File: config.mk
export PLATFORM = sky130hd
export DESIGN_NAME = conv_weight_loader_flat
export DESIGN_NICKNAME = d
export VERILOG_FILES = /design/src/rtl/conv_weight_loader_pkg.sv /design/src/rtl/conv_weight_loader_if.sv /design/src/rtl/conv_weight_loader_row_buf.sv /design/src/rtl/conv_weight_loader.sv /design/src/flat_wrapper.sv
export SDC_FILE = /design/constraint.sdc
export NUM_CORES = 1
export LEC_CHECK = 0
export CAP_MARGIN = 30
export CORE_MARGIN = 4
export CORE_UTILIZATION = 50
export CTS_CLUSTER_DIAMETER = 100
export DETAILED_ROUTE_END_ITERATION = 8
export DONT_BUFFER_PORTS = 1
export SLEW_MARGIN = 20
export SYNTH_ARGS = -nofsm -noshare
export SYNTH_HDL_FRONTEND = slang
export SYNTH_HIERARCHICAL = 1
export SYNTH_SLANG_ARGS = --single-unit
File: constraint.sdc
create_clock -name clk -period 2.2 [get_ports clk]
set_input_delay 0.22 -clock clk [delete_from_list [all_inputs] [get_ports clk]]
set_output_delay 0.22 -clock clk [all_outputs]
set_load 0.1 [all_outputs]
File: src/rtl/conv_weight_loader_pkg.sv
// Shared definitions for the conv-layer controller slice: weight-loader
// state encoding, default array geometry and an index-width helper.
package cnn_ctrl_pkg;

  localparam int unsigned DATA_W_DEF  = 8;
  localparam int unsigned ARRAY_N_DEF = 4;
  localparam int unsigned ADDR_W_DEF  = 10;

  // Bits needed to index n items; never less than 1 so n=1 still yields a port.
  function automatic int unsigned idx_w(input int unsigned n);
    return (n > 1) ? $clog2(n) : 1;
  endfunction

  localparam int unsigned ROW_W_DEF = idx_w(ARRAY_N_DEF);

  typedef enum logic [2:0] {
    WL_IDLE,
    WL_FETCH,
    WL_DRAIN,
    WL_DONE,
    WL_RELEASE
  } wl_state_e;

endpackage

File: src/rtl/conv_weight_loader_if.sv
// Weight-loader bundle: controller request/done, weight SRAM read port and
// row delivery to the systolic array. slave = loader side, master = environment.
interface conv_weight_loader_if
  import cnn_ctrl_pkg::*;
#(
  parameter int unsigned DATA_W  = DATA_W_DEF,
  parameter int unsigned ARRAY_N = ARRAY_N_DEF,
  parameter int unsigned ADDR_W  = ADDR_W_DEF
);
  localparam int unsigned ROW_W = idx_w(ARRAY_N);

  logic                      load_i;
  logic [ADDR_W-1:0]         base_addr_i;
  logic                      mem_rd_en;
  logic [ADDR_W-1:0]         mem_addr;
  logic [DATA_W-1:0]         mem_rdata;
  logic                      w_valid;
  logic [ROW_W-1:0]          w_row;
  logic [ARRAY_N*DATA_W-1:0] w_data;
  logic                      done;

  modport slave (
    input  load_i, base_addr_i, mem_rdata,
    output mem_rd_en, mem_addr, w_valid, w_row, w_data, done
  );

  modport master (
    output load_i, base_addr_i, mem_rdata,
    input  mem_rd_en, mem_addr, w_valid, w_row, w_data, done
  );

endinterface

File: src/rtl/conv_weight_loader_row_buf.sv
// wload_row_buf: ARRAY_N-slot capture register; writing the last slot publishes
// the completed row to a hold register and pulses full_o the following cycle.
module wload_row_buf #(
  parameter int unsigned DATA_W  = 8,
  parameter int unsigned ARRAY_N = 4,
  parameter int unsigned SLOT_W  = 2
) (
  input  logic                      clk,
  input  logic                      reset_n,
  input  logic                      wr_en,
  input  logic [SLOT_W-1:0]         slot_i,
  input  logic [DATA_W-1:0]         din,
  output logic [ARRAY_N*DATA_W-1:0] row_o,
  output logic                      full_o
);

  logic [ARRAY_N-1:0][DATA_W-1:0] slots_q, slots_d;
  logic [ARRAY_N-1:0][DATA_W-1:0] row_q, row_d;
  logic                           full_q, full_d;

  always_comb begin
    slots_d = slots_q;
    if (wr_en) slots_d[slot_i] = din;
    full_d = wr_en && (slot_i == SLOT_W'(ARRAY_N - 1));
    // Row is published from the post-write view so the last element lands in the same edge.
    row_d  = full_d ? slots_d : row_q;
  end

  always_ff @(posedge clk or negedge reset_n) begin
    if (!reset_n) begin
      slots_q <= '0;
      row_q   <= '0;
      full_q  <= 1'b0;
    end else begin
      slots_q <= slots_d;
      row_q   <= row_d;
      full_q  <= full_d;
    end
  end

  assign row_o  = row_q;
  assign full_o = full_q;

endmodule

File: src/rtl/conv_weight_loader.sv
// Weight-tile loader: fetches an ARRAY_N x ARRAY_N tile from SRAM and streams it
// row by row to the array. Define WLOAD_TRANSPOSE_EN for column-major fetch (W^T).
module conv_weight_loader
  import cnn_ctrl_pkg::*;
#(
  parameter int unsigned DATA_W  = DATA_W_DEF,
  parameter int unsigned ARRAY_N = ARRAY_N_DEF,
  parameter int unsigned ADDR_W  = ADDR_W_DEF
) (
  input  logic                 clk,
  input  logic                 reset_n,
  conv_weight_loader_if.slave  wl
);

  localparam int unsigned TILE  = ARRAY_N * ARRAY_N;
  localparam int unsigned K_W   = idx_w(TILE);
  localparam int unsigned ROW_W = idx_w(ARRAY_N);

  wl_state_e         state_q, state_d;
  logic [ADDR_W-1:0] base_q, base_d;
  logic [K_W-1:0]    k_q, k_d;
  logic              rd_pend_q, rd_pend_d;
  logic [K_W-1:0]    rd_k_q, rd_k_d;
  logic [ROW_W-1:0]  w_row_q, w_row_d;

  logic              active;
  logic              capture_en;
  logic [ROW_W-1:0]  slot;
  logic              row_full;
  logic [ADDR_W-1:0] offset;

  always_comb begin
    active      = ((state_q == WL_FETCH) || (state_q == WL_DRAIN)) && wl.load_i;
    wl.mem_rd_en = (state_q == WL_FETCH) && wl.load_i;
`ifdef WLOAD_TRANSPOSE_EN
    offset = ADDR_W'((32'(k_q) % ARRAY_N) * ARRAY_N + 32'(k_q) / ARRAY_N);
`else
    offset = ADDR_W'(k_q);
`endif
    wl.mem_addr = wl.mem_rd_en ? (base_q + offset) : '0;

    // Returning read data is dropped once the request goes away.
    capture_en = rd_pend_q && active;
    slot       = ROW_W'(32'(rd_k_q) % ARRAY_N);
    wl.w_valid = row_full && active;
    wl.done    = (state_q == WL_DONE);

    rd_pend_d = wl.mem_rd_en;
    rd_k_d    = k_q;
    w_row_d   = (capture_en && (slot == ROW_W'(ARRAY_N - 1)))
                ? ROW_W'(32'(rd_k_q) / ARRAY_N) : w_row_q;

    state_d = state_q;
    base_d  = base_q;
    k_d     = k_q;
    unique case (state_q)
      WL_IDLE: begin
        if (wl.load_i) begin
          base_d  = wl.base_addr_i;
          k_d     = '0;
          state_d = WL_FETCH;
        end
      end
      WL_FETCH: begin
        if (!wl.load_i) begin
          state_d = WL_IDLE;
        end else begin
          k_d = k_q + 1'b1;
          if (k_q == K_W'(TILE - 1)) state_d = WL_DRAIN;
        end
      end
      WL_DRAIN: begin
        if (!wl.load_i) state_d = WL_IDLE;
        else if (wl.w_valid && (w_row_q == ROW_W'(ARRAY_N - 1))) state_d = WL_DONE;
      end
      WL_DONE:    state_d = WL_RELEASE;
      WL_RELEASE: if (!wl.load_i) state_d = WL_IDLE;
      default:    state_d = WL_IDLE;
    endcase
  end

  always_ff @(posedge clk or negedge reset_n) begin
    if (!reset_n) begin
      state_q   <= WL_IDLE;
      base_q    <= '0;
      k_q       <= '0;
      rd_pend_q <= 1'b0;
      rd_k_q    <= '0;
      w_row_q   <= '0;
    end else begin
      state_q   <= state_d;
      base_q    <= base_d;
      k_q       <= k_d;
      rd_pend_q <= rd_pend_d;
      rd_k_q    <= rd_k_d;
      w_row_q   <= w_row_d;
    end
  end

  wload_row_buf #(
    .DATA_W  (DATA_W),
    .ARRAY_N (ARRAY_N),
    .SLOT_W  (ROW_W)
  ) u_row_buf (
    .clk     (clk),
    .reset_n (reset_n),
    .wr_en   (capture_en),
    .slot_i  (slot),
    .din     (wl.mem_rdata),
    .row_o   (wl.w_data),
    .full_o  (row_full)
  );

  assign wl.w_row = w_row_q;

endmodule

File: src/flat_wrapper.sv
// flat-port wrapper written by rule: the top's interface ports become plain ports
module conv_weight_loader_flat import cnn_ctrl_pkg::*;
#(
  parameter int unsigned DATA_W  = DATA_W_DEF,
  parameter int unsigned ARRAY_N = ARRAY_N_DEF,
  parameter int unsigned ADDR_W  = ADDR_W_DEF
)
  (clk, reset_n, wl_load_i, wl_base_addr_i, wl_mem_rdata, wl_mem_rd_en, wl_mem_addr, wl_w_valid, wl_w_row, wl_w_data, wl_done);
  conv_weight_loader_if #(.DATA_W(DATA_W), .ARRAY_N(ARRAY_N), .ADDR_W(ADDR_W)) wl_i ();
  input  logic clk;
  input  logic reset_n;
  input wire logic [$bits(wl_i.load_i)-1:0] wl_load_i;
  input wire logic [$bits(wl_i.base_addr_i)-1:0] wl_base_addr_i;
  input wire logic [$bits(wl_i.mem_rdata)-1:0] wl_mem_rdata;
  output wire logic [$bits(wl_i.mem_rd_en)-1:0] wl_mem_rd_en;
  output wire logic [$bits(wl_i.mem_addr)-1:0] wl_mem_addr;
  output wire logic [$bits(wl_i.w_valid)-1:0] wl_w_valid;
  output wire logic [$bits(wl_i.w_row)-1:0] wl_w_row;
  output wire logic [$bits(wl_i.w_data)-1:0] wl_w_data;
  output wire logic [$bits(wl_i.done)-1:0] wl_done;
  assign wl_i.load_i = wl_load_i;
  assign wl_i.base_addr_i = wl_base_addr_i;
  assign wl_i.mem_rdata = wl_mem_rdata;
  assign wl_mem_rd_en = wl_i.mem_rd_en;
  assign wl_mem_addr = wl_i.mem_addr;
  assign wl_w_valid = wl_i.w_valid;
  assign wl_w_row = wl_i.w_row;
  assign wl_w_data = wl_i.w_data;
  assign wl_done = wl_i.done;
  conv_weight_loader #(.DATA_W(DATA_W), .ARRAY_N(ARRAY_N), .ADDR_W(ADDR_W)) u_core (.clk(clk), .reset_n(reset_n), .wl(wl_i));
endmodule
==> run metrics <==
outcome complete, but fails checks; violated checks negative setup slack; Die Y 90.5 um; Post-Route Skew 9.18 ps; clock buffer count from CTS 9; worst skew pair latency 330 ps; crit-path max FO 4; max-cap viol count 0; drt wl/cell 17.5 um; gr usage total 16.6%; CTS H-Tree Depth 3; Seq pwr share 51.1%; Slew Limit Fails 0; final estimated routing congestion in global placement 0.808; root buffer cell clkbuf_8; first-pass GRT wire length roughly 11 mm; post-synth net total about 280; num rows 29; Netlist cell types 38; fillers 474; Clk network pwr share 28.5%; most common cell after layout, fill and taps aside dfrtp_1; Post-Synthesis Cell Area roughly 0.0034 sq mm; Leakage 0.00200 uW; share of the yosys chip area belonging to registers ~60%; Slew @ Worst Pin 931 ps; crit start category flip-flop; GR Overflow Total 0; internal power 2840 uW; die area 0.00819 sq mm; Final Cycle Share 108%; ratio of cells with drive above 1 in the final layout 48.3%; Fin. Hold Viols 0; CP cell instances ha_4 -> inv_2 -> fa_2 -> nor2b_4 -> o21ai_4 -> a21oi_4 -> mux2i_4 -> buf_12; Hold Path Class input port to flip-flop; DR vias 2,077; Buf/Inv on CP 2; Synth Area per Inst 13.7 sq um; fmax about 0.42 GHz; endpoints failing setup 6; Starting Density 52.4%; #FFs+latches synth 81; Die W 90.5 um; number of synthesized flops with an enable pin 0; DRT iter0 DRCs 68; Detail Route Antenna Nets 0; Clock transition at path regs 80 ps; CTS tree built; most frequent cells in the layout 78 x dfrtp_1, 55 x mux2_2, 22 x buf_4; RSZ-0062 raised after global routing true; Critical Path RT 1980 ps; CTS max path bufs 2; Worst VDD drop 0.382 mV; fin crit period 2380 ps; Vias/cell 5.63; Crit-path slowest cell dfrtp_1; core footprint 0.00649 sq mm; non-filler cells, final 369; Combinational Power Share 20.4%; clock sinks 81; DP Worst Slack around 76 ps; Mapped Cells 249; Cell Pwr Density around 1000 mW/mm^2; Rel. slew slack 37.9%; worst endpoint data arrival time between 2000 and 2500 ps; Async S/R FF share, synth 100%; ANT cells 0; P&R area growth vs syn 27.1%; Synth Flop Type dfrtp_1; sw frac around a third; first drt pass iteration count 4; Worst setup EP type output pin; slowest cell delay on critical path 400 ps; antenna violations before repair 0; drt drc 0; pin count of the biggest net entering global routing 82; synth warn 6; dpl hpwl approximately 4.5 mm; critical path class flip-flop to output pin; IO buf count 0; CP delay by family, top adder cells; Setup WS post-layout -183 ps; nets 314; Psw 1490 uW; placed cell count 346; WL final 6.45 mm; num ports between 60 and 70; vias in the first global route 2,185
==> stage by stage <==
step                      utilization [%]  hold WS, ps  total power (uW)  instance area [sq um]  TNS [ps]
after detailed placement             60.5        -73.4              3020                   3930         0
final                                66.6         20.5              4330                   4330      -751
after floorplan                         -        -75.6              2790                   3550      -998
after CTS                            65.3        0.769              4320                   4240     -1200
after global placement               60.5        -73.4              2990                   3930         0
after global routing                 66.6        0.631              4550                   4330     -1320
==> state kept, by name, summed over array words and instances, names as in the netlist <==
register,count
u_core/u_row_buf/row_o,32
u_core/k_q,4
u_core/rd_pend_q,1
u_core/state_q,3
u_core/rd_k_q,4
u_core/base_q,10
u_core/wl.w_row,2
u_core/u_row_buf/slots_q,24
u_core/u_row_buf/full_o,1
==> worst register-to-register path, delay by kind of cell, from the launching register on <==
family | cells | cell delay, ps
AND/OR/NAND/NOR | 3 | 810
flip-flops | 1 | 490
multiplexers | 1 | 420
AO/OA/AOI/OAI | 1 | 180
==> cell families (layout without fill, tap and decap cells) <==
family / after synthesis / count (layout) / synth area share (%)
AO/OA/AOI/OAI: 28 / 28 / 4.96
multiplexers: 68 / 68 / 22.4
flip-flops: 81 / 81 / 59.5
buffers and inverters: 16 / 59 / 2.13
AND/OR/NAND/NOR: 50 / 50 / 8.53
adder cells (fa/ha/maj): 6 / 6 / 2.43
==> timing repair <==
item	CTS	global route
hold endpoints to repair	82	0
gates resized for setup	3	13
setup buffers	4	2
setup endpoints to repair	9	9
hold buffers	3	0
pin swaps	3	11
==> routing by layer <==
metal	track usage, %	share of wire (%)
met5	0	0
met1	21.0	44
met2	27.5	50
met3	4.08	4.5
met4	6.51	1.3
==> synthesized netlist by cell type, types with 4 or more instances <==
cell     instances  share of area [%]
dfrtp_1         81                 60
mux2_2          55                 18
mux2_1          11                3.6
nand2_1         10                1.1
a21oi_1          9                1.3
inv_1            8               0.88
buf_2            6               0.88
nand3_1          6               0.88
ha_1             5                1.8
nor2_1           5               0.55
o21ai_0          5               0.73
or3_1            5               0.92
nor3_1           4               0.59
o21ai_1          4               0.59
==> power groups by stage <==
stage	Combinational (uW)	Clock (uW)	Sequential (uW)
global route	956	1350	2250
global placement	751	0	2240
finish	884	1240	2210
CTS	840	1270	2210
floorplan	549	0	2240
detailed placement	775	0	2250
==> final cells by class <==
class | count | area (sq um) | share of cell area [%]
Clock inverter | 5 | 86.3 | 2.00
Sequential cell | 81 | 2030 | 46.9
Multi-Input combinational cell | 152 | 1530 | 35.5
Timing Repair Buffer | 34 | 393 | 9.08
Clock buffer | 11 | 151 | 3.50
Inverter | 9 | 35.0 | 0.810
Tap cell | 77 | 96.3 | 2.23
==> path summary, 6_finish.rpt <==
kind                                               startpoint                                     end  slack, ps  depth (start not counted)
max in group asynchronous                             reset_n               u_core/k_q[2]$_DFFE_PN0P_       1450                          2
min in group asynchronous                             reset_n  u_core/u_row_buf/row_o[15]$_DFFE_PN0P_        430                          2
worst min-delay path                        wl_base_addr_i[2]            u_core/base_q[2]$_DFFE_PN0P_         20                          1
worst min register to register     u_core/rd_k_q[2]$_DFF_PN0_          u_core/wl.w_row[0]$_DFFE_PN0P_        460                          1
worst max-delay path             u_core/base_q[0]$_DFFE_PN0P_                          wl_mem_addr[6]       -180                          8
worst max register to register  u_core/state_q[0]$_DFFE_PN0P_  u_core/u_row_buf/slots_q[19]$_DFF_PN0_        210                          5
Power figures use the tool's default switching activity.
